### config.mk
export PLATFORM = sky130hd
export DESIGN_NAME = twofish_key_sched_ctrl_flat
export DESIGN_NICKNAME = d
export VERILOG_FILES = /design/src/rtl/twofish_pkg.sv /design/src/rtl/twofish_key_sched_ctrl_if.sv /design/src/rtl/twofish_subkey_ram.sv /design/src/rtl/twofish_key_sched_ctrl.sv /design/src/flat_wrapper.sv
export SDC_FILE = /design/constraint.sdc
export NUM_CORES = 1
export LEC_CHECK = 0
export ABC_AREA = 1
export ABC_CLOCK_PERIOD_IN_PS = 10300
export CAP_MARGIN = 10
export CORE_ASPECT_RATIO = 1.25
export CORE_MARGIN = 4
export CORE_UTILIZATION = 53
export DETAILED_ROUTE_END_ITERATION = 8
export MAX_ROUTING_LAYER = met4
export PLACE_DENSITY = 0.8
export SLEW_MARGIN = 20
export SYNTH_ARGS = -nofsm -noshare
export SYNTH_HDL_FRONTEND = slang
export SYNTH_SLANG_ARGS = --single-unit
### constraint.sdc
create_clock -name clk -period 10.3 [get_ports clk]
set_clock_uncertainty 0.2 [all_clocks]
set_input_delay 1.03 -clock clk [delete_from_list [all_inputs] [get_ports clk]]
set_output_delay 1.03 -clock clk [all_outputs]
set_load 0.01 [all_outputs]
### src/rtl/twofish_pkg.sv
// twofish_pkg: shared constants, FSM state type and rotate helper for the Twofish key schedule
package twofish_pkg;
  localparam logic [31:0] RHO = 32'h01010101;
  localparam int NUM_SUBKEYS = 40;
  localparam int NUM_PAIRS = 20;
  typedef enum logic [2:0] {IDLE, REQ_A, WAIT_A, REQ_B, WAIT_B, WR_EVEN, WR_ODD, DONE} ks_state_t;
  function automatic logic [31:0] rol32(input logic [31:0] x, input int n);
    return (x << n) | (x >> (32 - n));
  endfunction
endpackage

### src/rtl/twofish_key_sched_ctrl_if.sv
// twofish_key_sched_ctrl_if: control, h-datapath and subkey-write bus; TWOFISH_KS_RAM_EN adds rd_addr/rd_data
interface twofish_key_sched_ctrl_if;
  logic start;
  logic [127:0] key;
  logic busy;
  logic done;
  logic [31:0] h_x;
  logic [31:0] h_s0;
  logic [31:0] h_s1;
  logic [31:0] h_y;
  logic sk_we;
  logic [5:0] sk_addr;
  logic [31:0] sk_data;
`ifdef TWOFISH_KS_RAM_EN
  logic [5:0] rd_addr;
  logic [31:0] rd_data;
  modport master (input start, key, h_y, rd_addr, output busy, done, h_x, h_s0, h_s1, sk_we, sk_addr, sk_data, rd_data);
  modport slave (output start, key, h_y, rd_addr, input busy, done, h_x, h_s0, h_s1, sk_we, sk_addr, sk_data, rd_data);
`else
  modport master (input start, key, h_y, output busy, done, h_x, h_s0, h_s1, sk_we, sk_addr, sk_data);
  modport slave (output start, key, h_y, input busy, done, h_x, h_s0, h_s1, sk_we, sk_addr, sk_data);
`endif
endinterface

### src/rtl/twofish_subkey_ram.sv
// twofish_subkey_ram: 40x32 subkey store, one write port, registered read returning 0 past the last index
module twofish_subkey_ram import twofish_pkg::*; (
  input  logic        clk,
  input  logic        we,
  input  logic [5:0]  addr,
  input  logic [31:0] wdata,
  input  logic [5:0]  rd_addr,
  output logic [31:0] rd_data
);
  logic [31:0] mem [NUM_SUBKEYS];
  always_ff @(posedge clk) begin
    if (we && addr < 6'(NUM_SUBKEYS)) mem[addr] <= wdata;
    rd_data <= rd_addr < 6'(NUM_SUBKEYS) ? mem[rd_addr] : '0;
  end
endmodule

### src/rtl/twofish_key_sched_ctrl.sv
// twofish_key_sched_ctrl: sequences one shared h datapath to emit K0..K39; TWOFISH_KS_RAM_EN adds an internal subkey store
module twofish_key_sched_ctrl import twofish_pkg::*; #(
  parameter int H_LAT = 1
) (
  input logic clk,
  input logic rst,
  twofish_key_sched_ctrl_if.master bus
);
  localparam int CW = H_LAT > 1 ? $clog2(H_LAT) : 1;
  ks_state_t state, nxt;
  logic [CW-1:0] wcnt;
  logic [4:0] i;
  logic [127:0] key_q;
  logic [31:0] a, b, sum;
  logic last, last_pair;
  // the h request cycle itself counts toward H_LAT, so WAIT_* covers the remaining H_LAT-1 cycles
  assign last = wcnt == CW'(H_LAT - 1);
  assign last_pair = i == 5'(NUM_PAIRS - 1);
  assign sum = a + b;
  always_ff @(posedge clk or posedge rst) begin
    if (rst) state <= IDLE;
    else state <= nxt;
  end
  always_comb begin
    nxt = state;
    case (state)
      IDLE:          nxt = bus.start ? REQ_A : IDLE;
      REQ_A, WAIT_A: nxt = last ? REQ_B : WAIT_A;
      REQ_B, WAIT_B: nxt = last ? WR_EVEN : WAIT_B;
      WR_EVEN:       nxt = WR_ODD;
      WR_ODD:        nxt = last_pair ? DONE : REQ_A;
      default:       nxt = IDLE;
    endcase
  end
  always_comb begin
    bus.busy = !(state inside {IDLE, DONE});
    bus.done = state == DONE;
    bus.sk_we = state inside {WR_EVEN, WR_ODD};
    bus.sk_addr = state == WR_EVEN ? {i, 1'b0} : state == WR_ODD ? {i, 1'b1} : '0;
    bus.sk_data = state == WR_EVEN ? sum : state == WR_ODD ? rol32(sum + b, 9) : '0;
  end
  // h operands are loaded on the edge entering each REQ state and held through its WAIT
  always_ff @(posedge clk or posedge rst) begin
    if (rst) begin
      wcnt <= '0;
      i <= '0;
      key_q <= '0;
      a <= '0;
      b <= '0;
      bus.h_x <= '0;
      bus.h_s0 <= '0;
      bus.h_s1 <= '0;
    end else begin
      wcnt <= (state inside {REQ_A, WAIT_A, REQ_B, WAIT_B}) && !last ? wcnt + CW'(1) : '0;
      if (state == IDLE && bus.start) begin
        key_q <= bus.key;
        i <= '0;
        bus.h_x <= '0;
        bus.h_s0 <= bus.key[95:64];
        bus.h_s1 <= bus.key[31:0];
      end
      if ((state == REQ_A || state == WAIT_A) && last) begin
        a <= bus.h_y;
        bus.h_x <= RHO * {24'b0, 2'b0, i, 1'b1};
        bus.h_s0 <= key_q[127:96];
        bus.h_s1 <= key_q[63:32];
      end
      if ((state == REQ_B || state == WAIT_B) && last) b <= rol32(bus.h_y, 8);
      if (state == WR_ODD && !last_pair) begin
        i <= i + 5'd1;
        bus.h_x <= RHO * {24'b0, 2'b0, i + 5'd1, 1'b0};
        bus.h_s0 <= key_q[95:64];
        bus.h_s1 <= key_q[31:0];
      end
    end
  end
`ifdef TWOFISH_KS_RAM_EN
  twofish_subkey_ram u_ram (
    .clk(clk),
    .we(bus.sk_we),
    .addr(bus.sk_addr),
    .wdata(bus.sk_data),
    .rd_addr(bus.rd_addr),
    .rd_data(bus.rd_data)
  );
`endif
endmodule

### src/flat_wrapper.sv
// flat-port wrapper written by rule: the top's interface ports become plain ports
module twofish_key_sched_ctrl_flat import twofish_pkg::*;
#(
  parameter int H_LAT = 1
)
  (clk, rst, bus_start, bus_key, bus_h_y, bus_busy, bus_done, bus_h_x, bus_h_s0, bus_h_s1, bus_sk_we, bus_sk_addr, bus_sk_data);
  twofish_key_sched_ctrl_if bus_i ();
  input logic clk;
  input logic rst;
  input wire logic [$bits(bus_i.start)-1:0] bus_start;
  input wire logic [$bits(bus_i.key)-1:0] bus_key;
  input wire logic [$bits(bus_i.h_y)-1:0] bus_h_y;
  output wire logic [$bits(bus_i.busy)-1:0] bus_busy;
  output wire logic [$bits(bus_i.done)-1:0] bus_done;
  output wire logic [$bits(bus_i.h_x)-1:0] bus_h_x;
  output wire logic [$bits(bus_i.h_s0)-1:0] bus_h_s0;
  output wire logic [$bits(bus_i.h_s1)-1:0] bus_h_s1;
  output wire logic [$bits(bus_i.sk_we)-1:0] bus_sk_we;
  output wire logic [$bits(bus_i.sk_addr)-1:0] bus_sk_addr;
  output wire logic [$bits(bus_i.sk_data)-1:0] bus_sk_data;
  assign bus_i.start = bus_start;
  assign bus_i.key = bus_key;
  assign bus_i.h_y = bus_h_y;
  assign bus_busy = bus_i.busy;
  assign bus_done = bus_i.done;
  assign bus_h_x = bus_i.h_x;
  assign bus_h_s0 = bus_i.h_s0;
  assign bus_h_s1 = bus_i.h_s1;
  assign bus_sk_we = bus_i.sk_we;
  assign bus_sk_addr = bus_i.sk_addr;
  assign bus_sk_data = bus_i.sk_data;
  twofish_key_sched_ctrl #(.H_LAT(H_LAT)) u_core (.clk(clk), .rst(rst), .bus(bus_i));
endmodule
# --- Word level (Yosys, flattened, before mapping) ---
# Index checks and enable logic that the tools add are counted.
totals:
  input_bits: 163
  out_inout_bits: 137
  register_bits: 297
  elab_cells: 64
classes:
  muxes: 21
  addsub: 4
  mul: 2
  n_eq_ne: 8
  reduce_logical: 17
  n_bitwise: 3
ops:
  columns: ["operator", "n"]
  rows:
  - ["$mux W32", 11]
  - ["$add A32 B32 Y32", 2]
  - ["$or A32 B8 Y32", 1]
  - ["$or A32 B9 Y32", 1]
  - ["$mul A25 B6 Y31 const A", 1]
  - ["$mul A25 B5 Y30 const A", 1]
  - ["$pmux W3 S5", 1]
  - ["$eq A3 B3 Y1 const B", 4]
  - ["$mux W6", 2]
  - ["$mux W5", 2]
  - ["$eq A3 B2 Y1 const B", 2]
  - ["$reduce_bool A2 Y1", 3]
  - ["$add A5 B1 Y5 const B", 1]
  - ["$eq A5 B5 Y1 const B", 1]
  - ["$logic_and A1 B1 Y1", 5]
  - ["$mux W1", 4]
  - ["$reduce_bool A4 Y1", 1]
  - ["$reduce_or A2 Y1", 2]
  - ["$eq A3 B1 Y1 const B", 1]
  - ["$logic_not A3 Y1", 1]
  - ["$mux W3", 1]
  - ["$reduce_bool A3 Y1", 1]
  - ["$logic_not A1 Y1", 2]
  - ["$logic_or A1 B1 Y1", 2]
  - ["2 further kinds", 2]

# --- Logic depth before layout (Yosys ltp) ---
depth:
  word_depth: 5
  ltp_mapped: 24
  ltp_nobuf: 24

# --- Worst setup path after synthesis ---
# No wires, ideal clock.
synth_timing:
  kind: "register to output"
  from: "reg u_core.b[0]"
  to: "out bus_sk_data[0]"
  path_stages_with_launch: 20
  n_path_buf: 0
  required_ps: 9070
  path_slack_ps: 5631
  arrival_ps: 3439
  path_cell_list: "dfrtp_1 ha_1 fa_1 nand2_1 nand2_1 o21ai_1 o21ai_0 a21o_1 nand2_1 nand3_1 or2_2 and2_1 ha_1 nand2_1 o21a_1 o21ai_0 a21oi_1 or2_2 nand3_1 o21ai_0"
synth_between:
  elab_chain_cells: 5
synth_rtl:
  columns: ["element", "line", "source"]
  rows:
  - ["start, declared", "twofish_key_sched_ctrl.sv:14", "logic [31:0] a, b, sum;"]
  - ["start signal, assigned", "twofish_key_sched_ctrl.sv:68", "if ((state == REQ_B || state == WAIT_B) && last) b <= rol32(bus.h_y, 8);"]
  - ["$add A32 B32 Y32", "twofish_key_sched_ctrl.sv:19", "assign sum = a + b;"]
  - ["$add A32 B32 Y32", "twofish_key_sched_ctrl.sv:40", "bus.sk_data = state == WR_EVEN ? sum : state == WR_ODD ? rol32(sum + b, 9) : '0;"]
  - ["$or A32 B9 Y32", "twofish_pkg.sv:8", "return (x << n) | (x >> (32 - n));"]
  - ["$mux W32", "twofish_key_sched_ctrl.sv:40", null]
  - ["$mux W32 *", "twofish_key_sched_ctrl.sv:40", null]
  - ["end, declared", "flat_wrapper.sv:20", "output wire logic [$bits(bus_i.sk_data)-1:0] bus_sk_data;"]
# Mark *: on every way between the ends. The rest lies on a longest branch, timed or not.

# --- Worst setup path in the final report ---
layout_timing:
  from: "reg u_core.b[0]"
  to: "out bus_sk_data[6]"
# The elaborated chain is that of the path after synthesis.

==> run summary <==
Site row count: 70
Number of port buffers: 291
Post-synth top area cell: dfrtp_1
Quantity of hold-fixing buffers added after cts: 0
RSZ-0062 raised after global routing: no
Most Used Layer, Global Route: met2
Max cap viols: 0
Compound-gate portion of the synthesized area: 0.156
ANT nets after route: 0
Core footprint: 0.0293 sq mm
Worst r2r dst: u_core.bus.h_s0[5]
Worst path required time: 9070 ps
Post-synthesis sequential area ratio: 0.432
Synthesized cell area: 0.0157 sq mm
Number of synthesized flops with an enable pin: 0
CTS clk-pin slew, worst paths: 60 ps
Cells on worst reg2reg path: 12
Vias/cell: 5.51
Vias in the first global route: 14600
Post-Synth XOR/XNOR Area: 0.0144
Total number of vias: 14500
Crit path to: bus_sk_data[6]
CP arrival: 5520 ps
Die height: 200 um
CP max stage delay: 810 ps
CP delay by family, top: compound AO/OA/AOI/OAI gates
Clk sink count: 271
Final Hold Viols: 0
Synth top area share: 0.432
Cts repair resizes: 0
Io pins: 300
H-tree level count: 1
Initial antenna violation count: 8
Hold Path Class: flip-flop to flip-flop
Simple-gate share of the synthesized area: 0.203
Largest net degree at the start of global routing: 117
Critical path depth in cells: 20
Die ar.: 0.0325 sq mm
Met3 usage: 0.0651
Asr flop ratio synth: 1.00
Fin crit share: 0.655
Initial Util: 0.537
Crit-path most repeated cell: nand2_1
Crit path max fanout: 5
Reg-to-reg slack, setup: 5710 ps
Adder-Cell Fraction of Synth Area: 0.0575
First-pass GRT wire length: 80.0 mm
Primary FF master, synth: dfrtp_1
Total gr overflow: 0
Slew Viols, Final: 0
Outcome: finished clean
Final HPWL DP: 38.8 mm
Min Tclk post-route: 6750 ps
Synth Register Bits: 271
Critical-path top delay cell: o21ai_0
Rel. slew slack: 0.303
Reg-to-Reg Start: u_core.state[2]
Skew-Pair Late Insertion Delay: 550 ps
Yosys warnings: 0
Met2 GRT Util: 0.549
Crit path kind: flip-flop to output pin
TritonCTS clock tree: built
Root buffer cell: clkbuf_16
Final setup fails: 0
Largest family of logic cells by synthesized area: simple AND/OR/NAND/NOR gates
Nets@finish: 2445
Die X: 162 um
Tot GR Track Use: 0.321
Setup Fix Bufs, Post-CTS: 0
Initial DRC Count: 958
Post-synthesis mux area share: 0.0538
Syn avg cell area: 7.93 sq um
Fillers: 2457
CP Cell Sequence: ha_1 -> fa_1 -> nand2_1 -> nand2_1 -> o21ai_1 -> inv_1 -> a21oi_1 -> o21ai_0 -> xor2_1 -> ha_1 -> nand2_1 -> nor2_1 -> nand2_1 -> o21ai_0 -> nand3_1 -> nand2_1 -> a21oi_1 -> o21ai_0 -> nand2_1 -> clkdlybuf4s50_1
Post-synthesis cell count: 1981
Distinct cell type count after synthesis: 44
CP startpoint kind: flip-flop
Crit path from: u_core.b[0]
Final Wtd Congestion: 1.05
Final WL: 51.1 mm
Area added between synthesis and finish: 24.8%
Crit. End Element: output pin
Num CTS Buffers: 27
Max frequency: 148 MHz
TNS Setup: 0 ps
CTS max path bufs: 3
Commonest non-fill, non-tap cell in the layout: nand2_1
Synth top area cells: dfrtp_1 (43%), nand2_1 (13%), o21ai_0 (7.4%)
M1 GR Usage: 0.349
Initial DRT Pass Iterations: 5
DR DRC count: 0
Share of post-route cells with drive strength above 1: 0.0677
Most frequent cells in the layout: nand2_1 (531), clkdlybuf4s50_1 (291), dfrtp_1 (271), o21ai_0 (232), inv_1 (187)
WL/cell: 19.4 um
Slew of the pin with the lowest slew margin: 1040 ps
Buf/Inv on CP: 2
-- cell type report --
type,count,area [sq um],area share
timing repair buffer,302,3000,0.153
clock inverter,10,111,0.00568
antenna,8,20.0,0.00102
inverter,192,728,0.0372
sequential,271,6780,0.346
multi-input combinational,1417,7690,0.392
tap,396,495,0.0253
clock buffer,38,777,0.0396
-- how the worst min path moves through the flow --
stage                      from               end  slack [ps]  cells after the start
6_report       u_core.key_q[16]  u_core.key_q[16]         290                      2
5_1_grt         u_core.key_q[6]   u_core.key_q[6]         300                      2
4_1_cts        u_core.key_q[16]  u_core.key_q[16]         290                      2
3_5_place_dp   u_core.key_q[16]  u_core.key_q[16]         270                      2
3_3_place_gp    u_core.key_q[5]   u_core.key_q[5]         270                      2
2_1_floorplan   u_core.key_q[0]   u_core.key_q[0]         250                      2
-- tightest hold or removal path, cell delays in order (launching register included) --
cell     delay, ps
dfrtp_1        340
nand2_1         50
o21ai_0         60
-- Yosys cell counts, types with 5 or more instances --
library cell  number
nor3_1            15
xor2_1            15
o21ai_0          232
buf_4             34
o21bai_1           7
nand3b_1           6
nand3_1           63
buf_2             31
ha_1              69
o21ai_1           11
mux2_2            75
dfrtp_1          271
xnor2_1            9
nand4_1            6
a31oi_1           57
a21o_1            11
clkbuf_1          43
nor2_1           141
and2_1            10
or2_2             10
o211ai_1          15
a211oi_1           5
inv_1            188
nand2_1          531
a21oi_1           89
-- layer usage --
layer,vias up,part of all wire
li1,6977,-
met1,6842,0.36
met2,540,0.50
met3,145,0.071
met4,0,0.070
met5,-,0
-- kinds of logic (layout without fill, tap and decap cells) --
| group | after synthesis | after routing |
|---|---|---|
| XOR/XNOR | 25 | 25 |
| buffers and inverters | 301 | 542 |
| other | 1 | 17 |
| AND/OR/NAND/NOR | 791 | 791 |
| AO/OA/AOI/OAI | 446 | 446 |
| multiplexers | 75 | 75 |
| flip-flops | 271 | 271 |
| adder cells (fa/ha/maj) | 71 | 71 |
-- sequential cells by signal (all words and copies together) (netlist names) --
register         flops
u_core.a            32
u_core.b            32
u_core.bus.h_s0     32
u_core.bus.h_s1     32
u_core.bus.h_x       6
u_core.i             5
u_core.key_q       128
u_core.state         3
u_core.wcnt          1
-- per-stage QoR --
step | instance area, sq um | setup slack (ps) | util | hold WS [ps] | instances
3_5_place_dp | 18700 | 4210 | 0.639 | 273 | 2578
6_report | 19600 | 3550 | 0.670 | 286 | 2634
5_1_grt | 19600 | 3250 | 0.670 | 305 | 2634
4_1_cts | 19600 | 3560 | 0.669 | 288 | 2626
2_1_floorplan | 15700 | 1600 | - | 253 | 1989
3_3_place_gp | 18700 | 4190 | 0.639 | 266 | 2578
Power is not shown: default switching activity piles up to over one toggle a cycle in this logic, so the estimate is an artifact.
